==> src/rtl/fwd_hazard_if.sv <==
// Pipeline <-> forwarding/hazard unit bundle: operand sources, hazard inputs, resolved results.
// Statistics signals exist only when FWD_STATS_EN is defined.
interface fwd_hazard_if #(
    parameter int DATA_W = 16,
    parameter int REG_AW = 3,
    parameter int NPORTS = 2,
    parameter int CNT_W  = 16
);
    logic [NPORTS-1:0][REG_AW-1:0] id_src;
    logic [NPORTS-1:0]             id_src_vld;
    logic [NPORTS-1:0][REG_AW-1:0] ex_src;
    logic [NPORTS-1:0]             ex_src_vld;
    logic [NPORTS-1:0][DATA_W-1:0] ex_rf_data;
    logic [REG_AW-1:0]             ex_dst;
    logic                          ex_wr;
    logic                          ex_mem_rd;
    logic [REG_AW-1:0]             em_dst;
    logic                          em_wr;
    logic                          em_mem_rd;
    logic [DATA_W-1:0]             em_alu;
    logic [REG_AW-1:0]             mw_dst;
    logic                          mw_wr;
    logic [DATA_W-1:0]             mw_data;
    logic                          mem_busy;
    logic [NPORTS-1:0][DATA_W-1:0] ex_opnd;
    logic [NPORTS-1:0][1:0]        fwd_sel;
    logic                          stall_fd;
    logic                          bubble_ex;
    logic                          hold_ex;
`ifdef FWD_STATS_EN
    logic [CNT_W-1:0]              stat_lu;
    logic [CNT_W-1:0]              stat_hold;
`else
    logic [CNT_W-1:0]              unused_cnt_w;
    assign unused_cnt_w = '0;
`endif

    modport master (
        output id_src, id_src_vld, ex_src, ex_src_vld, ex_rf_data,
               ex_dst, ex_wr, ex_mem_rd, em_dst, em_wr, em_mem_rd, em_alu,
               mw_dst, mw_wr, mw_data, mem_busy,
        input  ex_opnd, fwd_sel, stall_fd, bubble_ex, hold_ex
`ifdef FWD_STATS_EN
        , input stat_lu, stat_hold
`endif
    );

    modport slave (
        input  id_src, id_src_vld, ex_src, ex_src_vld, ex_rf_data,
               ex_dst, ex_wr, ex_mem_rd, em_dst, em_wr, em_mem_rd, em_alu,
               mw_dst, mw_wr, mw_data, mem_busy,
        output ex_opnd, fwd_sel, stall_fd, bubble_ex, hold_ex
`ifdef FWD_STATS_EN
        , output stat_lu, stat_hold
`endif
    );
endinterface

==> src/rtl/fwd_hazard_unit.sv <==
// Operand forwarding, load-use detection and mem_busy operand hold for the 16-bit core.
// Define FWD_STATS_EN to add saturating load-use / hold-cycle counters.
module fwd_hazard_port #(
    parameter int DATA_W = 16,
    parameter int REG_AW = 3
) (
    input  logic [REG_AW-1:0] src,
    input  logic              src_vld,
    input  logic [DATA_W-1:0] rf_data,
    input  logic [REG_AW-1:0] em_dst,
    input  logic              em_wr,
    input  logic              em_mem_rd,
    input  logic [DATA_W-1:0] em_alu,
    input  logic [REG_AW-1:0] mw_dst,
    input  logic              mw_wr,
    input  logic [DATA_W-1:0] mw_data,
    output logic [DATA_W-1:0] opnd,
    output logic [1:0]        sel
);
    // A load in EX/MEM has no data yet; the load-use bubble puts its consumer a stage later.
    always_comb begin
        opnd = rf_data;
        sel  = 2'b00;
        if (src_vld) begin
            if (em_wr && !em_mem_rd && em_dst == src) begin
                opnd = em_alu;
                sel  = 2'b10;
            end else if (mw_wr && mw_dst == src) begin
                opnd = mw_data;
                sel  = 2'b01;
            end
        end
    end
endmodule

module fwd_hazard_unit #(
    parameter int DATA_W = 16,
    parameter int REG_AW = 3,
    parameter int NPORTS = 2,
    parameter int CNT_W  = 16
) (
    input logic        clk,
    input logic        rst_n,
    fwd_hazard_if.slave bus
);
    typedef enum logic {RUN = 1'b0, HOLD = 1'b1} state_e;

    state_e                        state_q, state_d;
    logic [NPORTS-1:0][DATA_W-1:0] hold_q, hold_d;
    logic [NPORTS-1:0][DATA_W-1:0] res_opnd;
    logic [NPORTS-1:0][1:0]        res_sel;
    logic [NPORTS-1:0]             lu_hit;
    logic                          load_use;

    for (genvar p = 0; p < NPORTS; p++) begin : g_port
        fwd_hazard_port #(.DATA_W(DATA_W), .REG_AW(REG_AW)) u_port (
            .src      (bus.ex_src[p]),
            .src_vld  (bus.ex_src_vld[p]),
            .rf_data  (bus.ex_rf_data[p]),
            .em_dst   (bus.em_dst),
            .em_wr    (bus.em_wr),
            .em_mem_rd(bus.em_mem_rd),
            .em_alu   (bus.em_alu),
            .mw_dst   (bus.mw_dst),
            .mw_wr    (bus.mw_wr),
            .mw_data  (bus.mw_data),
            .opnd     (res_opnd[p]),
            .sel      (res_sel[p])
        );
        assign lu_hit[p] = bus.id_src_vld[p] && (bus.id_src[p] == bus.ex_dst);
    end

    assign load_use = bus.ex_wr && bus.ex_mem_rd && (|lu_hit);

    always_comb begin
        state_d       = bus.mem_busy ? HOLD : RUN;
        hold_d        = hold_q;
        bus.ex_opnd   = res_opnd;
        bus.fwd_sel   = res_sel;
        bus.hold_ex   = 1'b0;
        bus.stall_fd  = 1'b0;
        bus.bubble_ex = 1'b0;
        if (state_q == RUN && bus.mem_busy)
            hold_d = res_opnd;
        // In reset the forward path stays live but all pipeline control is released.
        if (!rst_n) begin
            bus.hold_ex = 1'b0;
        end else if (state_q == RUN) begin
            bus.hold_ex   = bus.mem_busy;
            bus.stall_fd  = bus.mem_busy || load_use;
            bus.bubble_ex = load_use && !bus.mem_busy;
        end else begin
            // WB keeps retiring while frozen, so EX must see the operands captured on entry.
            bus.ex_opnd  = hold_q;
            bus.fwd_sel  = '1;
            bus.hold_ex  = bus.mem_busy;
            bus.stall_fd = 1'b1;
        end
    end

    always_ff @(posedge clk) begin
        if (!rst_n) begin
            state_q <= RUN;
            hold_q  <= '0;
        end else begin
            state_q <= state_d;
            hold_q  <= hold_d;
        end
    end

`ifdef FWD_STATS_EN
    logic [CNT_W-1:0] stat_lu_q, stat_lu_d, stat_hold_q, stat_hold_d;

    always_comb begin
        stat_lu_d   = stat_lu_q;
        stat_hold_d = stat_hold_q;
        if (state_q == RUN && bus.bubble_ex && stat_lu_q != '1)
            stat_lu_d = stat_lu_q + CNT_W'(1);
        if (state_q == HOLD && stat_hold_q != '1)
            stat_hold_d = stat_hold_q + CNT_W'(1);
    end

    always_ff @(posedge clk) begin
        if (!rst_n) begin
            stat_lu_q   <= '0;
            stat_hold_q <= '0;
        end else begin
            stat_lu_q   <= stat_lu_d;
            stat_hold_q <= stat_hold_d;
        end
    end

    assign bus.stat_lu   = stat_lu_q;
    assign bus.stat_hold = stat_hold_q;
`else
    logic [CNT_W-1:0] unused_cnt_w;
    assign unused_cnt_w = '0;
`endif
endmodule

==> src/flat_wrapper.sv <==
// flat-port wrapper written by rule: the top's interface ports become plain ports
module fwd_hazard_unit_flat 
#(
    parameter int DATA_W = 16,
    parameter int REG_AW = 3,
    parameter int NPORTS = 2,
    parameter int CNT_W  = 16
)
  (clk, rst_n, bus_id_src, bus_id_src_vld, bus_ex_src, bus_ex_src_vld, bus_ex_rf_data, bus_ex_dst, bus_ex_wr, bus_ex_mem_rd, bus_em_dst, bus_em_wr, bus_em_mem_rd, bus_em_alu, bus_mw_dst, bus_mw_wr, bus_mw_data, bus_mem_busy, bus_ex_opnd, bus_fwd_sel, bus_stall_fd, bus_bubble_ex, bus_hold_ex);
  fwd_hazard_if #(.DATA_W(DATA_W), .REG_AW(REG_AW), .NPORTS(NPORTS), .CNT_W(CNT_W)) bus_i ();
  input logic clk;
  input logic rst_n;
  input wire logic [$bits(bus_i.id_src)-1:0] bus_id_src;
  input wire logic [$bits(bus_i.id_src_vld)-1:0] bus_id_src_vld;
  input wire logic [$bits(bus_i.ex_src)-1:0] bus_ex_src;
  input wire logic [$bits(bus_i.ex_src_vld)-1:0] bus_ex_src_vld;
  input wire logic [$bits(bus_i.ex_rf_data)-1:0] bus_ex_rf_data;
  input wire logic [$bits(bus_i.ex_dst)-1:0] bus_ex_dst;
  input wire logic [$bits(bus_i.ex_wr)-1:0] bus_ex_wr;
  input wire logic [$bits(bus_i.ex_mem_rd)-1:0] bus_ex_mem_rd;
  input wire logic [$bits(bus_i.em_dst)-1:0] bus_em_dst;
  input wire logic [$bits(bus_i.em_wr)-1:0] bus_em_wr;
  input wire logic [$bits(bus_i.em_mem_rd)-1:0] bus_em_mem_rd;
  input wire logic [$bits(bus_i.em_alu)-1:0] bus_em_alu;
  input wire logic [$bits(bus_i.mw_dst)-1:0] bus_mw_dst;
  input wire logic [$bits(bus_i.mw_wr)-1:0] bus_mw_wr;
  input wire logic [$bits(bus_i.mw_data)-1:0] bus_mw_data;
  input wire logic [$bits(bus_i.mem_busy)-1:0] bus_mem_busy;
  output wire logic [$bits(bus_i.ex_opnd)-1:0] bus_ex_opnd;
  output wire logic [$bits(bus_i.fwd_sel)-1:0] bus_fwd_sel;
  output wire logic [$bits(bus_i.stall_fd)-1:0] bus_stall_fd;
  output wire logic [$bits(bus_i.bubble_ex)-1:0] bus_bubble_ex;
  output wire logic [$bits(bus_i.hold_ex)-1:0] bus_hold_ex;
  assign bus_i.id_src = bus_id_src;
  assign bus_i.id_src_vld = bus_id_src_vld;
  assign bus_i.ex_src = bus_ex_src;
  assign bus_i.ex_src_vld = bus_ex_src_vld;
  assign bus_i.ex_rf_data = bus_ex_rf_data;
  assign bus_i.ex_dst = bus_ex_dst;
  assign bus_i.ex_wr = bus_ex_wr;
  assign bus_i.ex_mem_rd = bus_ex_mem_rd;
  assign bus_i.em_dst = bus_em_dst;
  assign bus_i.em_wr = bus_em_wr;
  assign bus_i.em_mem_rd = bus_em_mem_rd;
  assign bus_i.em_alu = bus_em_alu;
  assign bus_i.mw_dst = bus_mw_dst;
  assign bus_i.mw_wr = bus_mw_wr;
  assign bus_i.mw_data = bus_mw_data;
  assign bus_i.mem_busy = bus_mem_busy;
  assign bus_ex_opnd = bus_i.ex_opnd;
  assign bus_fwd_sel = bus_i.fwd_sel;
  assign bus_stall_fd = bus_i.stall_fd;
  assign bus_bubble_ex = bus_i.bubble_ex;
  assign bus_hold_ex = bus_i.hold_ex;
  fwd_hazard_unit #(.DATA_W(DATA_W), .REG_AW(REG_AW), .NPORTS(NPORTS), .CNT_W(CNT_W)) u_core (.clk(clk), .rst_n(rst_n), .bus(bus_i));
endmodule
==> config.mk <==
export PLATFORM = sky130hd
export DESIGN_NAME = fwd_hazard_unit_flat
export DESIGN_NICKNAME = d
export VERILOG_FILES = /design/src/rtl/fwd_hazard_if.sv /design/src/rtl/fwd_hazard_unit.sv /design/src/flat_wrapper.sv
export SDC_FILE = /design/constraint.sdc
export NUM_CORES = 1
export LEC_CHECK = 0
export CAP_MARGIN = 30
export CORE_UTILIZATION = 39
export DETAILED_ROUTE_END_ITERATION = 10
export GPL_ROUTABILITY_DRIVEN = 0
export GPL_TIMING_DRIVEN = 0
export PLACE_DENSITY_LB_ADDON = 0.2
export SYNTH_ARGS = -nofsm -noshare
export SYNTH_HDL_FRONTEND = slang
export SYNTH_SLANG_ARGS = --single-unit
==> constraint.sdc <==
create_clock -name clk -period 1.6 [get_ports clk]
set_input_delay 0.32 -clock clk [delete_from_list [all_inputs] [get_ports clk]]
set_output_delay 0.32 -clock clk [all_outputs]
set_load 0.005 [all_outputs]
# ---- Yosys cells after proc, flatten, opt, wreduce, memory -nomap -nowiden
# Cells that the tools add are included.
dict set report totals {
  reg_bits 33
  out_inout_bits 39
}
dict set report op_classes {
  n_eq_ne 6
  n_mux 22
  bitwise_logic 1
  n_reduce_logical 15
}
# operator n
set ops {}
lappend ops {{$mux W16} 6}
lappend ops {{$mux W32} 2}
lappend ops {{$eq A3 B3 Y1} 6}
lappend ops {{$logic_and A1 B1 Y1} 11}
lappend ops {{$mux W1} 8}
lappend ops {{$mux W2} 4}
lappend ops {{$mux W4} 2}
lappend ops {{$logic_not A1 Y1} 2}
lappend ops {{$reduce_or A2 Y1} 1}
lappend ops {{$logic_or A1 B1 Y1} 1}
lappend ops {{$not A1 Y1} 1}

# ---- Longest topological paths before layout
dict set report logic_depth {
  word_depth 7
  mapped_depth 8
  mapped_depth_nobuf 4
}

# ---- By module
# Synthesis repeated with hierarchy kept, for this count alone.
dict set report unflattened {
  hier_cells 369
  hier_area_um2 3479.6
}
# mod instances cells_each area_per_inst_um2
set by_module_without_submodules {}
lappend by_module_without_submodules {fwd_hazard_unit 1 197 1873.0}
lappend by_module_without_submodules {fwd_hazard_port 2 86 803.3}

# ---- Least setup slack after synthesis
# Ideal clock, no wire load.
dict set report synth_path {
  path_type {in2out}
  startpoint {input bus_em_mem_rd}
  endpoint {output bus_ex_opnd[15]}
  arrival_ps 1383
  t_required_ps 1280
  path_slack_ps -103
  path_stages 6
  path_buffers 2
  path_cell_list {nand2b_1 > nor4_2 > buf_4 > buf_4 > nand2_1 > o221ai_1}
}
dict set report synth_between {
  elab_chain_len 7
}
# element line_no
set synth_rtl {}
lappend synth_rtl {{start: declaration} flat_wrapper.sv:23} ;# input wire logic [$bits(bus_i.em_mem_rd)-1:0] bus_em_mem_rd;
lappend synth_rtl {{$logic_not A1 Y1 *} fwd_hazard_unit.sv:25} ;# if (em_wr && !em_mem_rd && em_dst == src) begin
lappend synth_rtl {{$logic_and A1 B1 Y1 * (2 in a row)} fwd_hazard_unit.sv:25}
lappend synth_rtl {{$mux W16 *} fwd_hazard_unit.sv:25}
lappend synth_rtl {{$mux W16 *} fwd_hazard_unit.sv:24} ;# if (src_vld) begin
lappend synth_rtl {{$mux W32} fwd_hazard_unit.sv:88} ;# end else if (state_q == RUN) begin
lappend synth_rtl {{$mux W32 *} fwd_hazard_unit.sv:86} ;# if (!rst_n) begin
lappend synth_rtl {{end: declaration} flat_wrapper.sv:29} ;# output wire logic [$bits(bus_i.ex_opnd)-1:0] bus_ex_opnd;
# Mark *: on every way between the ends. The rest lies on a longest branch, timed or not.

# ---- Final worst setup path
dict set report layout_path {
  startpoint {register u_core.state_q}
  endpoint {output bus_ex_opnd[25]}
}
dict set report layout_between {
  elab_chain_len 2
}
# element line_no
set layout_rtl {}
lappend layout_rtl {{start: declaration} fwd_hazard_unit.sv:48} ;# state_e state_q, state_d;
lappend layout_rtl {{start signal: assignment} fwd_hazard_unit.sv:106} ;# state_q <= state_d;
lappend layout_rtl {{$mux W32} fwd_hazard_unit.sv:88}
lappend layout_rtl {{$mux W32} fwd_hazard_unit.sv:86}
# No other way between the ends.

==> summary.md <==
| Metric | Value |
|---|---|
| Status | complete, but fails checks |
| Failing checks | negative setup slack |
| Max-slew headroom | 0.339 |
| Post-Layout Cell Count | approximately 660 |
| Sequential cell area fraction in the yosys report | 0.209 |
| Setup crit start kind | flip-flop |
| Clock sinks | 33 |
| HPWL after DPL | 9020 um |
| Worst Setup Path Type | flip-flop to output pin |
| Leak pwr | between 2 and 3 nW |
| CP max stage cell | dfxtp_2 |
| Async set-reset flop share out of synthesis | 0 |
| IO Port Bufs | 133 |
| Slew Limit Fails | 0 |
| Cell Chain, Critical Path | and2_4 > buf_1 > a21o_1 > a31oi_1 > o22ai_4 > buf_2 |
| Synthesized Nets | 463 |
| ANT nets after route | 0 |
| Clock Power Share | 0.265 |
| Worst-Skew Late Latency | roughly 320 ps |
| Total track usage | 0.382 |
| Main synth FF type | dfxtp_1 |
| Wire length per cell | ~26 um |
| Vias | about 4,500 |
| CP max stage delay | 330 ps |
| Worst min-delay path category | input port to flip-flop |
| Fin area | roughly 6000 sq um |
| Placed Cells | approximately 600 |
| Die X | around 90 um |
| Cell Area, Synth | 3160 sq um |
| Layout cells sized above 1 | 0.477 |
| Dpl ws | -1420 ps |
| Vias per cell | 6.80 |
| RSZ-0062 raised after global routing | true |
| Largest cells by area after synthesis | dfxtp_1, mux2i_1, o221ai_1 |
| Power, Total | 3.38 mW |
| Clk_skew | around 7.7 ps |
| Drt first pass iters | 6 |
| Worst VDD drop | 0.471 mV |
| DRC violations left | 0 |
| NumNets Final | 651 |
| Yosys top cell by area | dfxtp_1 |
| FP Rows | 32 |
| Ports | 136 |
| Vias in the first global route | 4,554 |
| Root Buffer | clkbuf_8 |
| Initial DRC Count | 539 |
| Cell family with most CP delay | compound AO/OA/AOI/OAI gates |
| CTS buffer count | 5 |
| Logic pwr share | 0.462 |
| GRT Residual Overflow | 0 |
| Power share of the sequential group | 0.273 |
| Tcrit/Tclk final | 1.39 |
| Post-synthesis instance total | 366 |
| Area after DPL | 4660 sq um |
| F_max | 0.450 GHz |
| Die height | 92.0 um |
| Hold Slack | 288 ps |
| Synth-to-Final Area Change | 90.5% |
| Least-Margin Pin Slew | 992 ps |
| Cell Pwr Density | 561 nW/um^2 |
| Worst-path fanout max | 10 |
| First-pass GRT wire length | around 25,000 um |
| Required @ worst endpoint | between 1000 and 1500 ps |
| CTS H-tree depth | 2 |
| Clk slew on worst S/H paths | around 80 ps |
| FILL cells | 465 |
| Internal Pwr Total | 2.19 mW |
| Setup slack after layout | -622 ps |
| CP endpoint kind | output pin |
| Minimum clock period | approximately 2200 ps |
| Post-synth EDFFs | 0 |
| Post-synthesis average cell area | 8.64 sq um |
| Initial antenna violation count | 0 |
| Final setup viols | 66 |
| Core Area | around 7800 sq um |
| Synth top area share | 0.209 |
| Total wire length | approximately 17,000 um |
| CP bufs+invs | 2 |
| Yosys cell types | 37 |
| Die area | 8470 sq um |
| Largest buffer count on any clock path | 2 |
| Switching share of total power | 0.351 |
| Max Cap Violations | 0 |
| Diode count | 0 |
| Switching pwr | 1.19 mW |
| Endpoints failing hold | 0 |
| Pin count of the biggest net entering global routing | 16 |
| Synth Warn # | 0 |
| CP Data Arrival Time | 1900 ps |
| Initial core utilization | 0.407 |
| Clock tree from TritonCTS | done |
| Flops & latches, synth | 33 |
-- what timing repair did --
action | 4_1_cts | 5_1_grt
hold buffers | 0 | 0
buffers inserted | 41 | 9
pin swaps | 41 | 38
resized for setup | 370 | 82
endpoints found under the setup margin | 71 | 71
cloned | 8 | 0
-- stage by stage --
stage	TNS (ps)	utilization
2_1_floorplan	-1080	-
3_3_place_gp	-67650	0.599
3_5_place_dp	-68290	0.599
4_1_cts	-18190	0.741
5_1_grt	-22630	0.775
6_report	-20000	0.775
-- cell usage after synthesis (all sizes together), types with 3 or more instances --
cell,number
a21o,30
a21oi,3
a22oi,30
a31oi,30
and2,4
and3,3
buf,26
clkbuf,14
dfxtp,33
inv,19
mux2i,32
nand2,7
nand3,3
nand4,4
nor2,30
o221ai,34
o22ai,30
xnor2,12
xor2,6
-- registers in the layout (all words and copies together), names as in the netlist --
signal          flops
u_core.hold_q      32
u_core.state_q      1
-- cells in the final DEF, fill, tap and decap left out, drive strengths merged --
cell,netlist,final
a21boi,1,1
a21o,30,30
a21oi,3,3
a22oi,30,30
a31oi,30,30
a32oi,2,2
and2,4,4
and3,3,3
and3b,1,1
buf,26,131
bufinv,0,1
clkbuf,14,21
clkdlybuf4s15,0,5
clkdlybuf4s50,0,67
dfxtp,33,33
dlygate4sd2,0,4
inv,19,19
mux2i,32,32
nand2,7,7
nand2b,2,2
nand3,3,3
nand3b,2,2
nand4,4,4
nor2,30,30
nor3b,1,1
nor4,2,2
o21ai,1,1
o221ai,34,34
o22ai,30,30
o31ai,2,2
or3,2,2
xnor2,12,12
xor2,6,6
-- cell families (layout without fill, tap and decap cells) --
| logic type | Yosys count | count (layout) | synth area share |
|---|---|---|---|
| buffers and inverters | 59 | 248 | 0.111 |
| flip-flops | 33 | 33 | 0.209 |
| AO/OA/AOI/OAI | 163 | 163 | 0.416 |
| multiplexers | 32 | 32 | 0.101 |
| XOR/XNOR | 18 | 18 | 0.0499 |
| AND/OR/NAND/NOR | 61 | 61 | 0.113 |
-- path summary, 6_finish.rpt --
path	end	startpoint	slack, ps	cells past startpoint
max	bus_ex_opnd[25]	u_core.state_q$_SDFF_PN0_	-620	6
min	u_core.state_q$_SDFF_PN0_	bus_mem_busy	290	2
min reg2reg	u_core.hold_q[16]$_SDFFE_PN0P_	u_core.hold_q[16]$_SDFFE_PN0P_	520	2
max reg2reg	u_core.hold_q[30]$_SDFFE_PN0P_	u_core.state_q$_SDFF_PN0_	-80	7
-- worst register-to-register path, delay by kind of cell, from the launching register on --
| kind | cells | cell delay [ps] |
|---|---|---|
| AND/OR/NAND/NOR | 1 | 190 |
| flip-flops | 1 | 340 |
| AO/OA/AOI/OAI | 2 | 480 |
| buffers and inverters | 4 | 540 |
-- layer usage --
layer | track usage | up-vias | part of all wire
li1 | - | 1817 | -
met1 | 0.443 | 2131 | 0.36
met2 | 0.643 | 405 | 0.48
met5 | 0 | - | 0
met4 | 0.211 | 0 | 0.060
met3 | 0.0904 | 117 | 0.10
-- layout make-up --
cell class / count / area [sq um] / share of cell area
buffer: 37 / 429 / 0.0713
clock inverter: 1 / 30.0 / 0.00499
multi-input combinational: 274 / 2860 / 0.475
sequential: 33 / 662 / 0.110
timing repair buffer: 184 / 1750 / 0.291
inverter: 19 / 71.3 / 0.0118
tap: 102 / 128 / 0.0212
clock buffer: 7 / 86.3 / 0.0143
-- power by group through the flow --
stage               combinational (mW)  sequential (mW)  clock [mW]
floorplan                        0.572            0.928           0
global placement                  1.18            0.932           0
CTS                               1.38            0.915       0.849
global route                      1.62            0.925       0.903
finish                            1.56            0.923       0.895
detailed placement                1.19            0.935           0
No activity file was read; power rests on OpenSTA's default activity.
